`src/rtl/array_multiplier.sv`:
```
// Unsigned N x N array multiplier (AND partial-product rows summed by ripple full-adder rows) with a registered 2N-bit product.
// Latency: 1 cycle from an accepted pair (in_valid=1) to p/out_valid.
// Backpressure: none; accepts one pair per cycle; p holds its value while in_valid is low.
module array_multiplier #(
    parameter int N = 8
) (
    input  logic           clk,
    input  logic           rst,
    input  logic           in_valid,
    input  logic [N-1:0]   a,
    input  logic [N-1:0]   b,
    output logic [2*N-1:0] p,
    output logic           out_valid
);

    logic [2*N-1:0] acc;
    logic           carry;
    logic           pp_bit;
    logic           sum;

    logic [2*N-1:0] p_d, p_q;
    logic           out_valid_d, out_valid_q;

    // Row 0 seeds the accumulator. Each later row i adds (a & b[i]) at bit
    // offset i through a ripple chain of full adders; its carry-out lands in bit i+N.
    always_comb begin
        acc    = '0;
        carry  = 1'b0;
        pp_bit = 1'b0;
        sum    = 1'b0;
        for (int j = 0; j < N; j++) begin
            acc[j] = a[j] & b[0];
        end
        for (int i = 1; i < N; i++) begin
            carry = 1'b0;
            for (int j = 0; j < N; j++) begin
                pp_bit     = a[j] & b[i];
                sum        = acc[i+j] ^ pp_bit ^ carry;
                carry      = (acc[i+j] & pp_bit) | (acc[i+j] & carry) | (pp_bit & carry);
                acc[i+j]   = sum;
            end
            acc[i+N] = carry;
        end
    end

    always_comb begin
        p_d         = in_valid ? acc : p_q;
        out_valid_d = in_valid;
    end

    always_ff @(posedge clk) begin
        if (rst) begin
            p_q         <= '0;
            out_valid_q <= 1'b0;
        end else begin
            p_q         <= p_d;
            out_valid_q <= out_valid_d;
        end
    end

    assign p         = p_q;
    assign out_valid = out_valid_q;

endmodule

```
`config.mk`:
```
export PLATFORM = sky130hd
export DESIGN_NAME = array_multiplier
export DESIGN_NICKNAME = d
export VERILOG_FILES = /design/src/rtl/array_multiplier.sv
export SDC_FILE = /design/constraint.sdc
export NUM_CORES = 1
export LEC_CHECK = 0
export ABC_AREA = 1
export CAP_MARGIN = 20
export CORE_UTILIZATION = 35
export CTS_CLUSTER_DIAMETER = 60
export DETAILED_ROUTE_END_ITERATION = 7
export PLACE_DENSITY = 0.61
export SETUP_SLACK_MARGIN = 0.4
export SKIP_CTS_REPAIR_TIMING = 1
export SLEW_MARGIN = 20
export SYNTH_ARGS = -nofsm -noshare
export SYNTH_HDL_FRONTEND = slang
export SYNTH_SLANG_ARGS = --single-unit
```
`constraint.sdc`:
```
create_clock -name clk -period 11.4 [get_ports clk]
set_clock_uncertainty 0.2 [all_clocks]
set_input_delay 2.28 -clock clk [delete_from_list [all_inputs] [get_ports clk]]
set_output_delay 2.28 -clock clk [all_outputs]
set_load 0.005 [all_outputs]
```
# After elaboration in Yosys (flattened, before gate mapping)
# Index checks and enable logic that the tools add are counted.
# word_totals
output_inout_bits	17
in_bits	19
ff_bits	17
# op_classes
n_bitwise	416
# ops
operator	n
$and A1 B1 Y1	216
$xor A1 B1 Y1	104
$or A1 B1 Y1	96

# Depth between registers and ports, before layout
# logic_depth
word_depth	52
mapped_depth	39

# Worst setup path before layout
# Ideal clock, no wire load.
# synth_timing
path_kind	input -> register
start	input port b[1]
end	register p_q[14] (netlist: p[14])
path_buffers	1
arrival_time_ps	11229
slack_ps	-141
required_ps	11088
stages	29
cell_sequence	clkbuf_1 -> nand2_1 -> inv_1 -> ha_1 -> fa_1 -> inv_1 -> fa_1 -> inv_1 -> fa_1 -> fa_1 -> fa_1 -> fa_1 -> fa_1 -> fa_1 -> fa_1 -> fa_1 -> fa_1 -> fa_1 -> fa_1 -> fa_1 -> inv_1 -> fa_1 -> fa_1 -> fa_1 -> fa_1 -> fa_1 -> inv_1 -> nand2_1 -> nand2_1
# synth_via
elab_chain_len	50
elab_cells_between_ends	336
classes_between	bitwise (336)
# synth_lines
element	line_no	text
start: declaration	11	input logic [N-1:0] b,
$and A1 B1 Y1	37	pp_bit = a[j] & b[i];
$and A1 B1 Y1 (2 in a row)	39	carry = (acc[i+j] & pp_bit) | (acc[i+j] & carry) | (pp_bit & carry);
$or A1 B1 Y1 (2 in a row)	39	
$and A1 B1 Y1	39	
$or A1 B1 Y1 (2 in a row)	39	
$and A1 B1 Y1	39	
$or A1 B1 Y1 (2 in a row)	39	
$and A1 B1 Y1	39	
[26 not listed]	-	
$or A1 B1 Y1 (2 in a row)	39	
$and A1 B1 Y1	39	
$or A1 B1 Y1 (2 in a row)	39	
$and A1 B1 Y1	39	
$or A1 B1 Y1 (2 in a row)	39	
$and A1 B1 Y1	39	
$or A1 B1 Y1 (2 in a row)	39	
$xor A1 B1 Y1 (*)	38	sum = acc[i+j] ^ pp_bit ^ carry;
end signal: assignment	56	p_q <= p_d;
end: declaration	21	logic [2*N-1:0] p_d, p_q;
# Every way passes the cells marked *; elsewhere a longest branch is shown, timed or not.
# A chain may end at the register's enable or synchronous reset.

# Worst setup path in the final report
# layout_timing
start	input port a[1]
end	register p_q[14] (netlist: p[14])
# layout_via
elab_chain_len	50
elab_cells_between_ends	326
classes_between	bitwise (326)
# layout_lines
element	line_no	text
start: declaration	10	input logic [N-1:0] a,
$and A1 B1 Y1	32	acc[j] = a[j] & b[0];
$and A1 B1 Y1 (2 in a row)	39	
$or A1 B1 Y1 (2 in a row)	39	
$and A1 B1 Y1	39	
$or A1 B1 Y1 (2 in a row)	39	
$and A1 B1 Y1	39	
$or A1 B1 Y1 (2 in a row)	39	
$and A1 B1 Y1	39	
[26 not listed]	-	
$or A1 B1 Y1 (2 in a row)	39	
$and A1 B1 Y1	39	
$or A1 B1 Y1 (2 in a row)	39	
$and A1 B1 Y1	39	
$or A1 B1 Y1 (2 in a row)	39	
$and A1 B1 Y1	39	
$or A1 B1 Y1 (2 in a row)	39	
$xor A1 B1 Y1 (*)	38	
# Marks and branches as above.

==> impl_metrics.csv <==
group,metric,value,unit
cts,numCtsBuffers,3,
run,drv_cap,0,
cts,clk_latency,0.25,ns
cts,cts.sinks,17,
floorplan,die_y,82.8,um
synthesis,async_reset_ff_share,0,%
floorplan,dieArea,0.00686,mm2
floorplan,pin_count,36,
sta,hold_violations,0,
cts,htreeDepth,1,
worst_setup_path,critPathArrivalTime,10.84,ns
sta,period_needed,10.89,ns
synthesis,synth.distinct_cells,13,
worst_hold_path,hp-class,"register to register",
sta,max_freq,91.9,MHz
worst_setup_path,end_kind,"register",
layout,antennaDiodeCount,0,
detailed_routing,route.detailed.drc,0,
global_route,grt_first_pass_wirelength,6810,um
detailed_routing,drt_pass1_iterations,4,
power,pwr_density_cell,192,mW/mm2
sta,rsz0062_at_grt,"yes",
sta,drv_slew,0,
sta,period_share,95.5,%
global_route,grt_use_total,12.8,%
worst_setup_path,path_common_cell,"fa_2",
power,ir_drop,0.0000931,V
place,port_buffers,35,
synthesis,synth_most_common_cell,"nand2_1",
global_route,antenna_found_initial,0,
synthesis,synthTopCellsByCount,"104 x nand2_1, 88 x inv_1, 48 x fa_1, 17 x dfxtp_1, 13 x clkbuf_1",
detailed_routing,routed_wl,3710,um
worst_setup_path,r2r-end,"p[14]$_SDFFE_PP0P_",
detailed_routing,dr_total_vias,1670,
worst_setup_path,critPathTopFamily,"adder cells",
detailed_routing,wl_per_cell,9.29,um
worst_setup_path,cp_max_fo,3,
cts,clock_path_buffers,2,
outcome,status,"finished, final reports clean",
worst_setup_path,rr_worst_depth,2,
global_route,first_global_vias,1661,
synthesis,syn_inst,294,
worst_setup_path,crit_path_end,"p[14]$_SDFFE_PP0P_",
layout,fillCellCount,651,
synthesis,synth-seq-cells,17,
cts,clock-root-buffer,"clkbuf_8",
worst_setup_path,regToRegSetupSlack,10.67,ns
worst_setup_path,cp-start-kind,"primary input",
floorplan,core,0.00631,mm2
sta,finalSetupViolations,0,
synthesis,synth_edf_count,0,
worst_setup_path,crit_type,"primary input to register",
worst_setup_path,crit_buf_inv,14,
cts,path_clk_slew,0.07,ns
synthesis,ys_seq_area_share,14.9,%
power,power.total,0.547,mW
worst_setup_path,crit_cells,37,
floorplan,die_w,82.8,um
layout,layout-drive-gt1-share,22.6,%
layout,seq_area,340,um2
worst_setup_path,crit_slowest_cell,"fa_2",
synthesis,ys_warn_count,0,
worst_setup_path,cp.required,11.35,ns
layout,multi_input_area,0.00162,mm2
sta,slew_headroom,70.1,%
layout,area_growth,24.5,%
synthesis,syn_area,0.00228,mm2
detailed_routing,final_antenna_net_count,0,
synthesis,synth_top_area_cell,"fa_1",
worst_setup_path,r2r-start,"p[14]$_SDFFE_PP0P_",
cts,cts_tree,"yes",
global_route,grt_max_degree,17,
worst_setup_path,worstSetupStartpoint,"a[1]",
place,dp_hpwl,3320,um
sta,worstMarginPinSlew,0.446,ns
detailed_routing,dr.first_iter.drc_count,30,
floorplan,fp-row-count,29,
synthesis,synth_flop_cell,"dfxtp_1",
power,leakagePower,1.59,nW
layout,final_nets,399,
synthesis,ys_top_cells_by_area,"fa_1 42%, nand2_1 17%, dfxtp_1 15%",
detailed_routing,viasPerCell,4.18,
worst_setup_path,max_stage_delay,0.57,ns
synthesis,syn_nets,369,
floorplan,initial_core_util,36.2,%
synthesis,yosysTopAreaCellShare,42.1,%
synthesis,syn_area_per_cell,7.77,um2
global_route,grt_overflow,0,
sta,finalSetupTns,0,ns
place,place_congestion,0.737,
area by class of cell:
class | instances | area share (%)
Multi-Input combinational cell | 170 | 56.9
Timing Repair Buffer | 43 | 14.3
Sequential cell | 17 | 12.0
Inverter | 89 | 11.7
Tap cell | 77 | 3.39
Clock buffer | 3 | 1.45
Clock inverter | 1 | 0.176
routing by layer:
layer  track usage [%]  vias up  share of wire (%)
li1                  -      850                  -
met1              15.5      792                 44
met2              23.7       23                 52
met3              1.75        5                2.5
met4              3.10        0                1.2
met5                 0        -                  0
placed cells by master, fill, tap and decap left out:
master           count
nor2_8               1
nand3_1              7
dfxtp_1             17
buf_4                8
inv_1               71
clkbuf_8             3
fa_1                11
clkbuf_2             2
ha_1                 7
fa_2                37
inv_2               18
dlymetal6s2s_1       3
nand2_1            104
nor2_4               1
clkinv_2             1
nand2_2              1
clkdlybuf4s50_1     30
ha_2                 1
power by group:
group / switching (mW) / total (mW) / internal, mW
logic: 0.213 / 0.421 / 0.208
registers: 0.00668 / 0.0816 / 0.0749
clock network: 0.0202 / 0.0444 / 0.0242
worst min-delay path by stage:
stage,startpoint,end,slack (ns),cells after the start
after floorplan,p[1]$_SDFFE_PP0P_,p[1]$_SDFFE_PP0P_,0.24,2
after global placement,p[7]$_SDFFE_PP0P_,p[7]$_SDFFE_PP0P_,0.23,2
after detailed placement,p[3]$_SDFFE_PP0P_,p[3]$_SDFFE_PP0P_,0.24,2
after CTS,p[6]$_SDFFE_PP0P_,p[6]$_SDFFE_PP0P_,0.25,2
after global routing,p[5]$_SDFFE_PP0P_,p[5]$_SDFFE_PP0P_,0.26,2
final,p[1]$_SDFFE_PP0P_,p[1]$_SDFFE_PP0P_,0.25,2
registers in the layout, summed over array words and instances (netlist names):
name / count
p: 16
out_valid: 1
worst min-delay path, delay by kind of cell (launching register included):
family           cells  cell delay (ns)
flip-flops           1             0.32
AND/OR/NAND/NOR      2             0.09
through the flow:
step,util [%],hold WS [ns],instances,worst slack (ns),area [um2]
after CTS,45.0,0.251,400,0.0360,2840
after global placement,44.3,0.231,396,-0.104,2800
after detailed placement,44.3,0.236,396,-0.233,2800
after global routing,45.0,0.255,400,0.199,2840
final,45.0,0.247,400,0.513,2840
after floorplan,-,0.242,294,0.422,2400
kinds of logic after synthesis:
logic type	synth area share [%]
adders and majority gates	46.4
DFF	14.9
buffers and inverters	18.4
and+or+nand+nor	20.3
(Power assumes the default switching activity.)
